$ cat config.mk
export PLATFORM = sky130hd
export DESIGN_NAME = pixel_scheduler
export DESIGN_NICKNAME = d
export VERILOG_FILES = /design/src/rtl/pixel_scheduler.sv
export SDC_FILE = /design/constraint.sdc
export NUM_CORES = 1
export LEC_CHECK = 0
export BUFFER_PORTS_ARGS = -buffer_cell sky130_fd_sc_hd__buf_4
export CORE_UTILIZATION = 45
export DETAILED_ROUTE_END_ITERATION = 7
export PLACE_DENSITY_LB_ADDON = 0.3
export REMOVE_ABC_BUFFERS = 1
export SKIP_LAST_GASP = 1
export SYNTH_ARGS = -nofsm -noshare
export SYNTH_HDL_FRONTEND = slang
export SYNTH_SLANG_ARGS = --single-unit
$ cat constraint.sdc
create_clock -name clk -period 2.23 [get_ports clk]
set_input_delay 0.3345 -clock clk [delete_from_list [all_inputs] [get_ports clk]]
set_output_delay 0.3345 -clock clk [all_outputs]
set_load 0.005 [all_outputs]
$ cat src/rtl/pixel_scheduler.sv
// Frame sequencer for the pixel-to-complex mapping stage: raster-scans one frame,
// holds the pan offsets per frame and tracks the stage's 1-cycle latency with valid/ready.
module pixel_scheduler #(
  parameter int PIXEL_DATA_WIDTH  = 10,
  parameter int ENGINE_DATA_WIDTH = 25,
  parameter int SCREEN_W          = 640,
  parameter int SCREEN_H          = 480
) (
  input  logic                         clk,
  input  logic                         reset,
  input  logic                         start,
  input  logic                         continuous,
  input  logic [ENGINE_DATA_WIDTH-1:0] x_offset_in,
  input  logic [ENGINE_DATA_WIDTH-1:0] y_offset_in,
  input  logic                         out_ready,
  output logic                         map_en,
  output logic [PIXEL_DATA_WIDTH-1:0]  pixel_x,
  output logic [PIXEL_DATA_WIDTH-1:0]  pixel_y,
  output logic [ENGINE_DATA_WIDTH-1:0] x_offset,
  output logic [ENGINE_DATA_WIDTH-1:0] y_offset,
  output logic                         out_valid,
  output logic                         out_sof,
  output logic                         out_eol,
  output logic                         out_eof,
  output logic                         busy,
  output logic                         frame_done
);

  localparam logic [PIXEL_DATA_WIDTH-1:0] X_LAST = PIXEL_DATA_WIDTH'(SCREEN_W - 1);
  localparam logic [PIXEL_DATA_WIDTH-1:0] Y_LAST = PIXEL_DATA_WIDTH'(SCREEN_H - 1);

  typedef enum logic [1:0] {IDLE, RUN, FLUSH} state_t;

  state_t r_state, w_state_nxt;

  logic [PIXEL_DATA_WIDTH-1:0]  r_x, r_y;
  logic [ENGINE_DATA_WIDTH-1:0] r_xoff, r_yoff;
  logic r_valid, r_sof, r_eol, r_eof, r_done;

  logic w_adv, w_issue, w_load, w_x_last, w_y_last, w_last, w_hs_eof;

  assign w_adv    = !r_valid || out_ready;
  assign w_x_last = (r_x == X_LAST);
  assign w_y_last = (r_y == Y_LAST);
  assign w_last   = w_x_last && w_y_last;
  assign w_hs_eof = r_valid && out_ready && r_eof;
  assign w_issue  = (r_state == RUN) && w_adv;

  always_ff @(posedge clk) begin
    if (!reset) r_state <= IDLE;
    else        r_state <= w_state_nxt;
  end

  always_comb begin
    w_state_nxt = r_state;
    w_load      = 1'b0;
    case (r_state)
      IDLE: if (start) begin
        w_state_nxt = RUN;
        w_load      = 1'b1;
      end
      RUN: if (w_adv && w_last) w_state_nxt = FLUSH;
      FLUSH: if (w_hs_eof) begin
        // continuous is only looked at here, on the final eof handshake
        w_state_nxt = continuous ? RUN : IDLE;
        w_load      = continuous;
      end
      default: w_state_nxt = IDLE;
    endcase
  end

  always_ff @(posedge clk) begin
    if (!reset) begin
      r_x     <= '0;
      r_y     <= '0;
      r_xoff  <= '0;
      r_yoff  <= '0;
      r_valid <= 1'b0;
      r_sof   <= 1'b0;
      r_eol   <= 1'b0;
      r_eof   <= 1'b0;
      r_done  <= 1'b0;
    end else begin
      if (w_adv) begin
        r_valid <= w_issue;
        r_sof   <= w_issue && (r_x == '0) && (r_y == '0);
        r_eol   <= w_issue && w_x_last;
        r_eof   <= w_issue && w_last;
      end
      if (w_load) begin
        r_x    <= '0;
        r_y    <= '0;
        r_xoff <= x_offset_in;
        r_yoff <= y_offset_in;
      end else if (w_issue && !w_last) begin
        // the final pixel leaves the counters parked at (W-1,H-1) through FLUSH
        if (w_x_last) begin
          r_x <= '0;
          r_y <= r_y + 1'b1;
        end else begin
          r_x <= r_x + 1'b1;
        end
      end
      r_done <= (r_state == FLUSH) && w_hs_eof;
    end
  end

  assign map_en     = w_adv;
  assign pixel_x    = r_x;
  assign pixel_y    = r_y;
  assign x_offset   = r_xoff;
  assign y_offset   = r_yoff;
  assign out_valid  = r_valid;
  assign out_sof    = r_sof;
  assign out_eol    = r_eol;
  assign out_eof    = r_eof;
  assign busy       = (r_state != IDLE);
  assign frame_done = r_done;

endmodule

# Word level (Yosys, flattened, before mapping)
# Cells that the tools add are included.
[totals]
ff_bits = 77
latchBits = 0
mem_bits_ro = 0
memories = 0
ram_bits = 0
[classes]
order_cmp = 0
n_mux = 9
multipliers = 0
n_reduce_logical = 21
n_eq_ne = 7
add_sub_neg = 2
bitwise = 1
n_div = 0
shift = 0
[op_table]
columns = ["cell", "n"]
rows = [
  ["$add 10x1->10 const B", 2],
  ["$logic_not 10->1", 2],
  ["$logic_and 1x1->1", 11],
  ["$eq 10x10->1 const B", 1],
  ["$eq 10x9->1 const B", 1],
  ["$mux 10", 1],
  ["$mux 2", 3],
  ["$pmux 2 s3", 1],
  ["$ne 2x2->1 const B", 2],
  ["$mux 1", 3],
  ["$reduce_and 3->1", 1],
  ["$eq 2x1->1 const B", 1],
  ["$eq 2x2->1 const B", 1],
  ["$logic_not 1->1", 2],
  ["$logic_not 2->1", 1],
  ["$ne 2x1->1 const B", 1],
  ["$pmux 1 s2", 1],
  ["$reduce_and 2->1", 1],
  ["$reduce_bool 2->1", 1],
  ["$reduce_or 2->1", 1],
  ["$logic_or 1x1->1", 1],
  ["$not 1->1", 1],
]

# Depth between registers and ports, before layout
# Gate-level depths: netlist of run 1.
[logic_depth]
word_depth = 5
ltp_mapped = 8
ltp_nobuf = 5

# Worst setup path after synthesis of run 1
# OpenSTA, ideal clock, no wires.
[synth_timing]
path_kind = "flip-flop to flip-flop"
from = "reg r_y[0], in the netlist pixel_y[0]"
to = "reg r_y[3], in the netlist pixel_y[3]"
period_less_slack_ns = 1.768
arrival_time_ns = 1.696
path_slack_ns = 0.462
required_ns = 2.158
stages_incl_launch_ff = 7
cell_sequence = "dfxtp_1 > ha_1 > and4_1 > and4_1 > clkbuf_1 > nor4_1 > mux2i_1"
[synth_via]
elab_chain_cells = 5
elab_cells_between_ends = 6
[synth_lines]
columns = ["element", "line", "text"]
rows = [
  ["start: declaration", "36", "logic [PIXEL_DATA_WIDTH-1:0] r_x, r_y;"],
  ["start signal: assignment", "99", "r_y <= r_y + 1'b1;"],
  ["branches (longest 5 deep; another with $add 10x1->10)", "-", ""],
]
# Parallel ways; which one is timed is not known.
# A chain may end at the register's enable or synchronous reset.

# Final worst setup path of run 1
[layout_timing]
from = "reg r_y[0], in the netlist pixel_y[0]"
to = "reg r_y[7], in the netlist pixel_y[7]"
# The elaborated chain is that of the path after synthesis.

==> impl_metrics.tcl, run 1 <==
set metrics [dict create \
    fin_crit_ns 1.90 \
    async_reset_ff_share_pct 0 \
    rows 31 \
    finalSetupTns_ns 0 \
    finalHoldViolCount 0 \
    grt_pass1_wl_microns 13900 \
    worstSetupPathType "flop to flop" \
    grt_max_degree 56 \
    overflow 0 \
    max_slew_margin_pct 61.3 \
    crit_path_cell_trace "ha_1 > and4_1 > and4_1 > buf_4 > nor4_1 > mux2i_1" \
    critPathMaxFanout 7 \
    cts.clk_slew.worst_paths_ns 0.08 \
    first_pass_iters 4 \
    r2r_cells 6 \
    grt_pass1_vias 2957 \
    avgSynthCellArea_sq_um 8.24 \
    p_leak_nw 1.94 \
    io_pins 132 \
    finalCritPeriodShare_pct 85.0 \
    hpwl_microns 6400 \
    synthCells 415 \
    crit_cells 6 \
    worst_pin_slew_ns 0.579 \
    numCtsBuffers 9 \
    post_drt_wl_per_cell_microns 14.5 \
    synth-main-ff-cell "dfxtp_1" \
    cts_resized 0 \
    power_w 0.00286 \
    insertedDiodeCount 0 \
    syn_area_sq_mm 0.00342 \
    crit_path_frequent_cell "and4_1" \
    wl_microns 9250 \
    synth_cell_types 43 \
    finalSetupViolations 0 \
    ys_ff_latch 77 \
    drive_gt1_share_pct 31.5 \
    grt_use_total_pct 22.5 \
    h-tree-depth 3 \
    clkLatencyLatePin_ns 0.34 \
    yosys_warnings 0 \
    nFillCells 651 \
    final_nets 594 \
    drcViolationCount 0 \
    crit_path_max_incr_delay_ns 0.38 \
    cpLargestDelayFamily "simple AND/OR/NAND/NOR gates" \
    drt-initial-drc-count 183 \
    cp-end-kind "flop" \
    power_density_mw_per_mm2 611 \
    cts_hold_buf 0 \
    fin_area_sq_mm 0.00468 \
    die_y_microns 89.2 \
    area_delta_synth_final_pct 36.9 \
    coreArea_sq_mm 0.00729 \
    cap_violations 0 \
    status "completed" \
    fp.dieW_microns 89.2 \
    whs_path_depth 2 \
    die-area_sq_mm 0.00795 \
    clockBufferDepth 2 \
    seq_area_frac_synth_pct 45.1 \
    start_util_pct 46.9 \
    place_congestion 0.950 \
    cts_tree "done" \
    cp.required_ns 2.50 \
    skew_ns 0.00848 \
    place_area_sq_mm 0.00450 \
    root_buffer "clkbuf_8" \
    port_buffers 131 \
    postCtsSetupBuffers 0 \
    crit_buf_inv 1 \
    antenna_found_initial 0 \
    num_vias 3539 \
    maxSlewViolCount 0 \
    hold_path.class "primary input to flop" \
    worst_setup_path_start_kind "flop" \
    slowest_stage "nor4_1" \
    cts_sinks 77 \
    viasPerCell 5.54 \
    final_antenna_net_count 0 \
    peakVddDrop_mv 0.313 \
    fmax_mhz 528 \
    synth_edf_count 0 \
    rsz0062_at_grt "no" \
    critPathArrivalTime_ns 2.16 \
]
==> through the flow <==
step	worst slack, ns	util [%]	std cells	hold WS (ns)
floorplan	-0.501	-	379	0.452
global placement	0.441	61.7	623	0.461
detailed placement	0.358	61.7	623	0.467
CTS	0.337	64.2	639	0.223
global route	0.237	64.2	639	0.214
finish	0.335	64.2	639	0.235
==> metal layers <==
layer | share of wire (%) | GRT usage (%) | vias to the layer above
met5 | 0 | 0 | -
met1 | 43 | 28.2 | 1643
met3 | 7.3 | 4.80 | 12
li1 | - | - | 1747
met2 | 48 | 37.4 | 137
met4 | 1.4 | 9.67 | 0
==> kinds of logic (layout without fill, tap and decap cells) <==
logic type,after synthesis,after routing,synth area share [%]
buf+inv,46,171,5.89
mux,11,11,3.22
simple gates,142,142,22.9
flops,77,77,45.1
fa+ha+maj,4,4,1.46
compound gates,135,135,21.5
==> registers in the layout (all words and copies together) (netlist names), 2 cells and up <==
register and flops:
pixel_x 10, r_state 2, y_offset 25, x_offset 25
pixel_y 10
==> cells in the mapped netlist, types with 2 or more instances <==
master	number	area, sq um
mux2i_1	11	110
nand3_1	63	315
buf_6	2	22.5
nor4_1	11	68.8
nor2_1	5	18.8
and2_1	2	12.5
o311ai_0	3	26.3
a211oi_1	2	15.0
nand4_1	7	43.8
nand2_1	21	78.8
and3_1	8	50.1
a21oi_1	61	305
a31oi_1	4	25.0
nor2b_1	2	12.5
o31ai_1	4	30.0
ha_1	4	50.1
dfxtp_1	77	1540
or2b_1	5	37.5
clkbuf_1	26	97.6
inv_1	10	37.5
o21ai_0	54	270
buf_4	2	15.0
nand2b_1	6	37.5
buf_2	5	25.0
and4_1	2	17.5
==> worst paths after layout <==
kind | from | to | slack (ns)
max | pixel_y[0] | pixel_y[7] | 0.33
min | reset | r_state[0] | 0.23
max reg2reg | pixel_y[0] | pixel_y[7] | 0.33
min reg2reg | y_offset[1] | y_offset[1] | 0.48
==> power breakdown <==
group          internal, W  switching, W  total [W]
sequential         0.00143     0.0000339    0.00147
clock             0.000465      0.000518   0.000983
combinational     0.000208      0.000203   0.000410
total              0.00211      0.000754    0.00286
==> layout make-up <==
| type | count | area (sq um) | share of cell area, % |
|---|---|---|---|
| clock buffers | 11 | 151 | 3.23 |
| clock inverters | 5 | 35.0 | 0.748 |
| inverters | 10 | 37.5 | 0.801 |
| multi-input cells | 292 | 1690 | 36.1 |
| flip-flops and latches | 77 | 1540 | 32.9 |
| well taps | 99 | 124 | 2.64 |
| repair buffers | 145 | 1100 | 23.5 |
==> placed cells by master, fill, tap and decap left out, drive strengths merged, types with 2 or more instances in the layout <==
master  synthesis  routed
a211oi          2       2
a21oi          61      61
a31oi           4       4
and2            2       2
and3            8       8
and4            2       2
buf            10     145
clkbuf         26      11
clkinv          0       4
dfxtp          77      77
ha              4       4
inv            10      10
mux2i          11      11
nand2          21      21
nand2b          7       7
nand3          64      64
nand4           7       7
nor2            5       5
nor2b           2       2
nor4           11      11
o21ai          54      54
o311ai          3       3
o31ai           4       4
or2b            5       5
or4             2       2
Note: power is estimated with default switching activity, not from simulation.
==> run 2: changes to the inputs <==
ABC_AREA = 1   (was unset)
CORE_UTILIZATION = 44   (was 45)
clock period = 1.6 ns   (was 2.23 ns; I/O delays follow)
==> run 2 against run 1 <==
Synthesized cell count rose by 12%. Total power rose by 51%. Sequential cell count did not move. Die area fell by 0.95%. Combinational power rose by 51%. Largest cell class unchanged. Highest routed layer unchanged.
==> impl_metrics.tcl, run 2 <==
set metrics [dict create \
    status "completed" \
    numCtsBuffers 9 \
    grt_max_degree 52 \
    h-tree-depth 3 \
    drcViolationCount 0 \
    grt_use_total_pct 23.1 \
    port_buffers 131 \
    synthCells 464 \
    worst_setup_path_start_kind "flop" \
    overflow 0 \
    wl_microns 9480 \
    die-area_sq_mm 0.00788 \
    insertedDiodeCount 0 \
    fin_area_sq_mm 0.00487 \
    mostFrequentLayoutCell "buf_4" \
    drt-initial-drc-count 137 \
    fmax_mhz 655 \
    nFillCells 598 \
    io_pins 132 \
    synth_area_leaders "dfxtp_1, nor2_1, o21ai_0, nand2_1, inv_1" \
    skew_ns 0.0129 \
    grt_pass1_vias 3038 \
    start_util_pct 45.7 \
    synth_common_cells "nor2_1, dfxtp_1, nand2_1, o21ai_0, inv_1" \
    synth_cell_types 23 \
    cts_tree "done" \
    power_w 0.00431 \
    cap_violations 0 \
    layout_common_cells "buf_4, nor2_1, dfxtp_1, nand2_1, o21ai_0" \
    final_nets 673 \
    p_leak_nw 2.28 \
    yosysMostFrequentCell "nor2_1" \
    die_y_microns 88.8 \
    cp.required_ns 1.84 \
    grt_pass1_wl_microns 14100 \
    finalHoldViolCount 0 \
    critPathMaxFanout 14 \
    max_slew_margin_pct 72.8 \
    place_congestion 0.915 \
    clockBufferDepth 2 \
    peakVddDrop_mv 0.509 \
    switching_power_w 0.00107 \
    power.clock.fraction_pct 37.2 \
    async_reset_ff_share_pct 0 \
    root_buffer "clkbuf_8" \
    fp.dieW_microns 88.8 \
    ys_ff_latch 77 \
    regArea_sq_mm 0.00155 \
    avgSynthCellArea_sq_um 7.14 \
    yosysTopAreaCellShare_pct 46.5 \
    switching_share_pct 24.9 \
    syn_area_sq_mm 0.00331 \
    final_antenna_net_count 0 \
    hpwl_microns 6460 \
    hold_path.class "primary input to flop" \
    cts_hold_buf 0 \
    synth_top_area_cell "dfxtp_1" \
    power_density_mw_per_mm2 885 \
    post_drt_wl_per_cell_microns 13.2 \
    fin_crit_ns 1.53 \
    synth-main-ff-cell "dfxtp_1" \
    yosys_warnings 0 \
    clkLatencyLatePin_ns 0.35 \
    cts_sinks 77 \
    antenna_found_initial 0 \
    coreArea_sq_mm 0.00725 \
    finalSetupTns_ns 0 \
    worstSetupPathType "flop to flop" \
    synth_edf_count 0 \
    area_delta_synth_final_pct 47.0 \
    seq_power_share_pct 48.4 \
    worst_pin_slew_ns 0.407 \
    maxSlewViolCount 0 \
    drive_gt1_share_pct 33.8 \
    fin_cells 718 \
    cp-end-kind "flop" \
    multi_input_area_sq_mm 0.00156 \
    viasPerCell 4.90 \
    num_vias 3515 \
    finalCritPeriodShare_pct 95.5 \
    p_int_w 0.00324 \
    combPwrFrac_pct 14.3 \
    placed_cells 695 \
    first_pass_iters 5 \
    cts.clk_slew.worst_paths_ns 0.09 \
    seq_area_frac_synth_pct 46.5 \
    place_area_sq_mm 0.00449 \
    rows 31 \
    rsz0062_at_grt "yes" \
    finalSetupViolations 0 \
    critPathArrivalTime_ns 1.76 \
]
-- run 2: power by group through the flow --
stage / Sequential [W] / Combinational [W] / Clock, W
5_1_grt: 0.00210 / 0.000682 / 0.00173
6_report: 0.00209 / 0.000618 / 0.00160
3_3_place_gp: 0.00213 / 0.000561 / 0
3_5_place_dp: 0.00213 / 0.000573 / 0
4_1_cts: 0.00208 / 0.000596 / 0.00164
2_1_floorplan: 0.00214 / 0.000187 / 0
-- run 2: layer usage --
layer  vias up  wire, microns  track usage (%)
met4         0            104             7.48
met2       137           4500             38.9
met3         8            776             5.78
li1       1772              -                -
met5         -              0                0
met1      1598           4100             29.1
-- run 2: path summary, 6_finish.rpt --
path,start,endpoint,slack [ns],cells after the start
worst max register to register,r_state[1],pixel_y[0],0.07,9
worst min-delay path,x_offset_in[16],x_offset[16],0.10,3
worst max-delay path,r_state[1],pixel_y[0],0.07,9
worst min register to register,out_eol,out_eol,0.46,2
-- run 2: final cells by class --
class	instances	area share, %
clock buffer	10	2.62
clock inverter	6	1.80
inverter	39	3.21
multi-input combinational	328	32.1
sequential	77	31.8
tap	99	2.54
timing repair buffer	159	25.9
-- run 2: kinds of logic after synthesis --
family | count (synthesis) | synth area share [%]
simple gates | 234 | 28.9
compound gates | 79 | 12.7
xor+xnor | 11 | 2.91
fa+ha+maj | 4 | 1.51
buf+inv | 59 | 7.37
flops | 77 | 46.5
-- run 2: repair_timing --
item	CTS	global route
buffers inserted	0	5
endpoints found under the setup margin	6	20
gates resized for setup	3	20
gates cloned	1	1
pin swaps	0	10
endpoints found under the hold margin	0	0
-- run 2: critical path, cell delays in order (launching register included) --
cell	delay, ns
dfxtp_1	0.37
inv_1	0.07
nor2_1	0.14
nand3_1	0.12
nand2_2	0.15
buf_12	0.16
nor2_1	0.04
inv_1	0.13
buf_8	0.17
a21oi_1	0.05
-- run 2: per-stage QoR --
stage	hold slack, ns	setup WS, ns	utilization [%]
after floorplan	0.375	-0.446	-
final	0.103	0.0727	67.1
after CTS	0.0941	0.0277	65.5
after detailed placement	0.457	-0.0464	61.9
after global placement	0.459	0.0346	61.9
after global routing	0.0992	-0.0234	67.1
==> run 3: changes to the inputs <==
==> constraint.sdc (replaced) <==
create_clock -name clk -period 1.6 [get_ports clk]
set_input_delay 0.16 -clock clk [delete_from_list [all_inputs] [get_ports clk]]
set_output_delay 0.16 -clock clk [all_outputs]
set_load 0.005 [all_outputs]
==> run 3 against run 2 <==
Core utilization fell by 0.86 points. Clock power fell by 8%. Worst hold slack got worse by 0.069 ns. Maximum frequency up 2.2%. Critical path type unchanged. Highest routed layer unchanged.
==> impl_metrics.tcl, run 3 (synthesis results as in run 2) <==
set metrics [dict create \
    status "completed" \
    cts_sinks 77 \
    cap_violations 0 \
    mostFrequentLayoutCell "buf_4" \
    crit_buf_inv 1 \
    layout_common_cells "buf_4, nor2_1, dfxtp_1, nand2_1, o21ai_0" \
    place_congestion 1.01 \
    utilization_pct 66.2 \
    overflow 0 \
    port_buffers 131 \
    final_antenna_net_count 0 \
    cts_tree "done" \
    finalHoldViolCount 0 \
    root_buffer "clkbuf_8" \
    drt-initial-drc-count 109 \
    grt_use_total_pct 22.4 \
    drive_gt1_share_pct 34.1 \
    maxSlewViolCount 0 \
    fin_cells 715 \
    slowest_stage "dfxtp_2" \
    fin_crit_ns 1.49 \
    final_nets 670 \
    postLayoutSetupSlackWorst_ns 0.105 \
    worstSetupPathType "flop to flop" \
    pre_cts_slack_ns 0.0189 \
    first_pass_iters 5 \
    top_layer "met4" \
    insertedDiodeCount 0 \
    p_leak_nw 2.22 \
    crit_path_cell_trace "ha_4 > nand2_2 > nor2_4 > nand4_1 > nand3_4 > buf_6 > nand2_1 > a21oi_1" \
    cp.required_ns 1.87 \
    hold_path.class "primary input to flop" \
    numCtsBuffers 9 \
    grt_pass1_vias 2855 \
    finalCritPeriodShare_pct 93.4 \
    post_drt_wl_per_cell_microns 13.1 \
    wl_met2_microns 4290 \
    placed_cells 696 \
    coreArea_sq_mm 0.00725 \
    drcViolationCount 0 \
    io_pins 132 \
    finalSetupTns_ns 0 \
    cp-end-kind "flop" \
    cts.clk_slew.worst_paths_ns 0.09 \
    fp.dieW_microns 88.8 \
    hpwl_microns 6650 \
    cts_hold_buf 0 \
    grt_pass1_wl_microns 13600 \
    critPathArrivalTime_ns 1.76 \
    wl_met1_microns 4220 \
    worst_pin_slew_ns 0.506 \
    num_vias 3487 \
    grt_max_degree 52 \
    rows 31 \
    h-tree-depth 3 \
    worst_setup_path_start_kind "flop" \
    die-area_sq_mm 0.00788 \
    peakVddDrop_mv 0.334 \
    place_area_sq_mm 0.00450 \
    area_delta_synth_final_pct 45.1 \
    skew_ns 0.0115 \
    critPathMaxFanout 7 \
    die_y_microns 88.8 \
    fmax_mhz 669 \
    antenna_found_initial 0 \
    crit_path_max_incr_delay_ns 0.37 \
    finalSetupViolations 0 \
    cpLargestDelayFamily "simple AND/OR/NAND/NOR gates" \
    power_density_mw_per_mm2 862 \
    start_util_pct 45.7 \
    clockBufferDepth 2 \
    wl_microns 9380 \
    viasPerCell 4.88 \
    fin_area_sq_mm 0.00480 \
    max_slew_margin_pct 66.2 \
    clkLatencyLatePin_ns 0.34 \
    wl_met3_microns 753 \
]
-- run 3: changes by cell type in the layout (fill, tap and decap cells not counted), moves of 2 or more --
cell        previous run  this run
nand2_1               66        64
nor2_4                 1         3
nand2_2                5         7
clkinv_2               2         0
inv_4                  0         2
clkinvlp_4             0         4
clkinv_4               3         0
buf_4                154       152
-- run 3: layout make-up --
class	instances	area [sq um]
fillers	634	2450
clock inverters	6	70.1
well taps	99	124
multi-input cells	328	1590
repair inverters	1	7.51
repair buffers	155	1190
inverters	39	151
clock buffers	10	128
flip-flops and latches	77	1550
-- run 3: path summary, 6_finish.rpt --
path	slack, ns	from	depth (start not counted)	end
setup / recovery	0.11	pixel_y[1]	8	pixel_y[7]
hold / removal	0.03	x_offset_in[13]	3	x_offset[13]
setup reg to reg	0.11	pixel_y[1]	8	pixel_y[7]
hold reg to reg	0.47	out_sof	2	out_sof
-- run 3: power by group --
group / switching, W / internal [W] / total (W)
sequential: 0.0000529 / 0.00203 / 0.00208
combinational: 0.000280 / 0.000303 / 0.000583
clock: 0.000747 / 0.000732 / 0.00148
total: 0.00108 / 0.00306 / 0.00414
-- run 3: layer usage --
layer,GRT usage [%],vias to the layer above
li1,-,1763
met1,29.2,1568
met2,35.6,145
met3,6.16,11
met4,8.06,0
met5,0,-
-- run 3: through the flow --
| stage | hold WS (ns) | total power [W] |
|---|---|---|
| after floorplan | 0.295 | 0.00232 |
| after global placement | 0.385 | 0.00269 |
| after detailed placement | 0.389 | 0.00270 |
| after CTS | 0.0159 | 0.00417 |
| after global routing | 0.0192 | 0.00434 |
| final | 0.0339 | 0.00414 |
-- run 3: what timing repair did --
item | 4_1_cts | 5_1_grt
cloned | 0 | 1
setup buffers | 0 | 2
gates resized for setup | 1 | 28
setup endpoints to repair | 1 | 24
pin swaps | 0 | 8
-- run 3: worst register-to-register path, stage by stage, from the launching register on --
cell,delay (ns)
dfxtp_2,0.37
ha_4,0.15
nand2_2,0.08
nor2_4,0.13
nand4_1,0.18
nand3_4,0.18
buf_6,0.14
nand2_1,0.05
a21oi_1,0.14
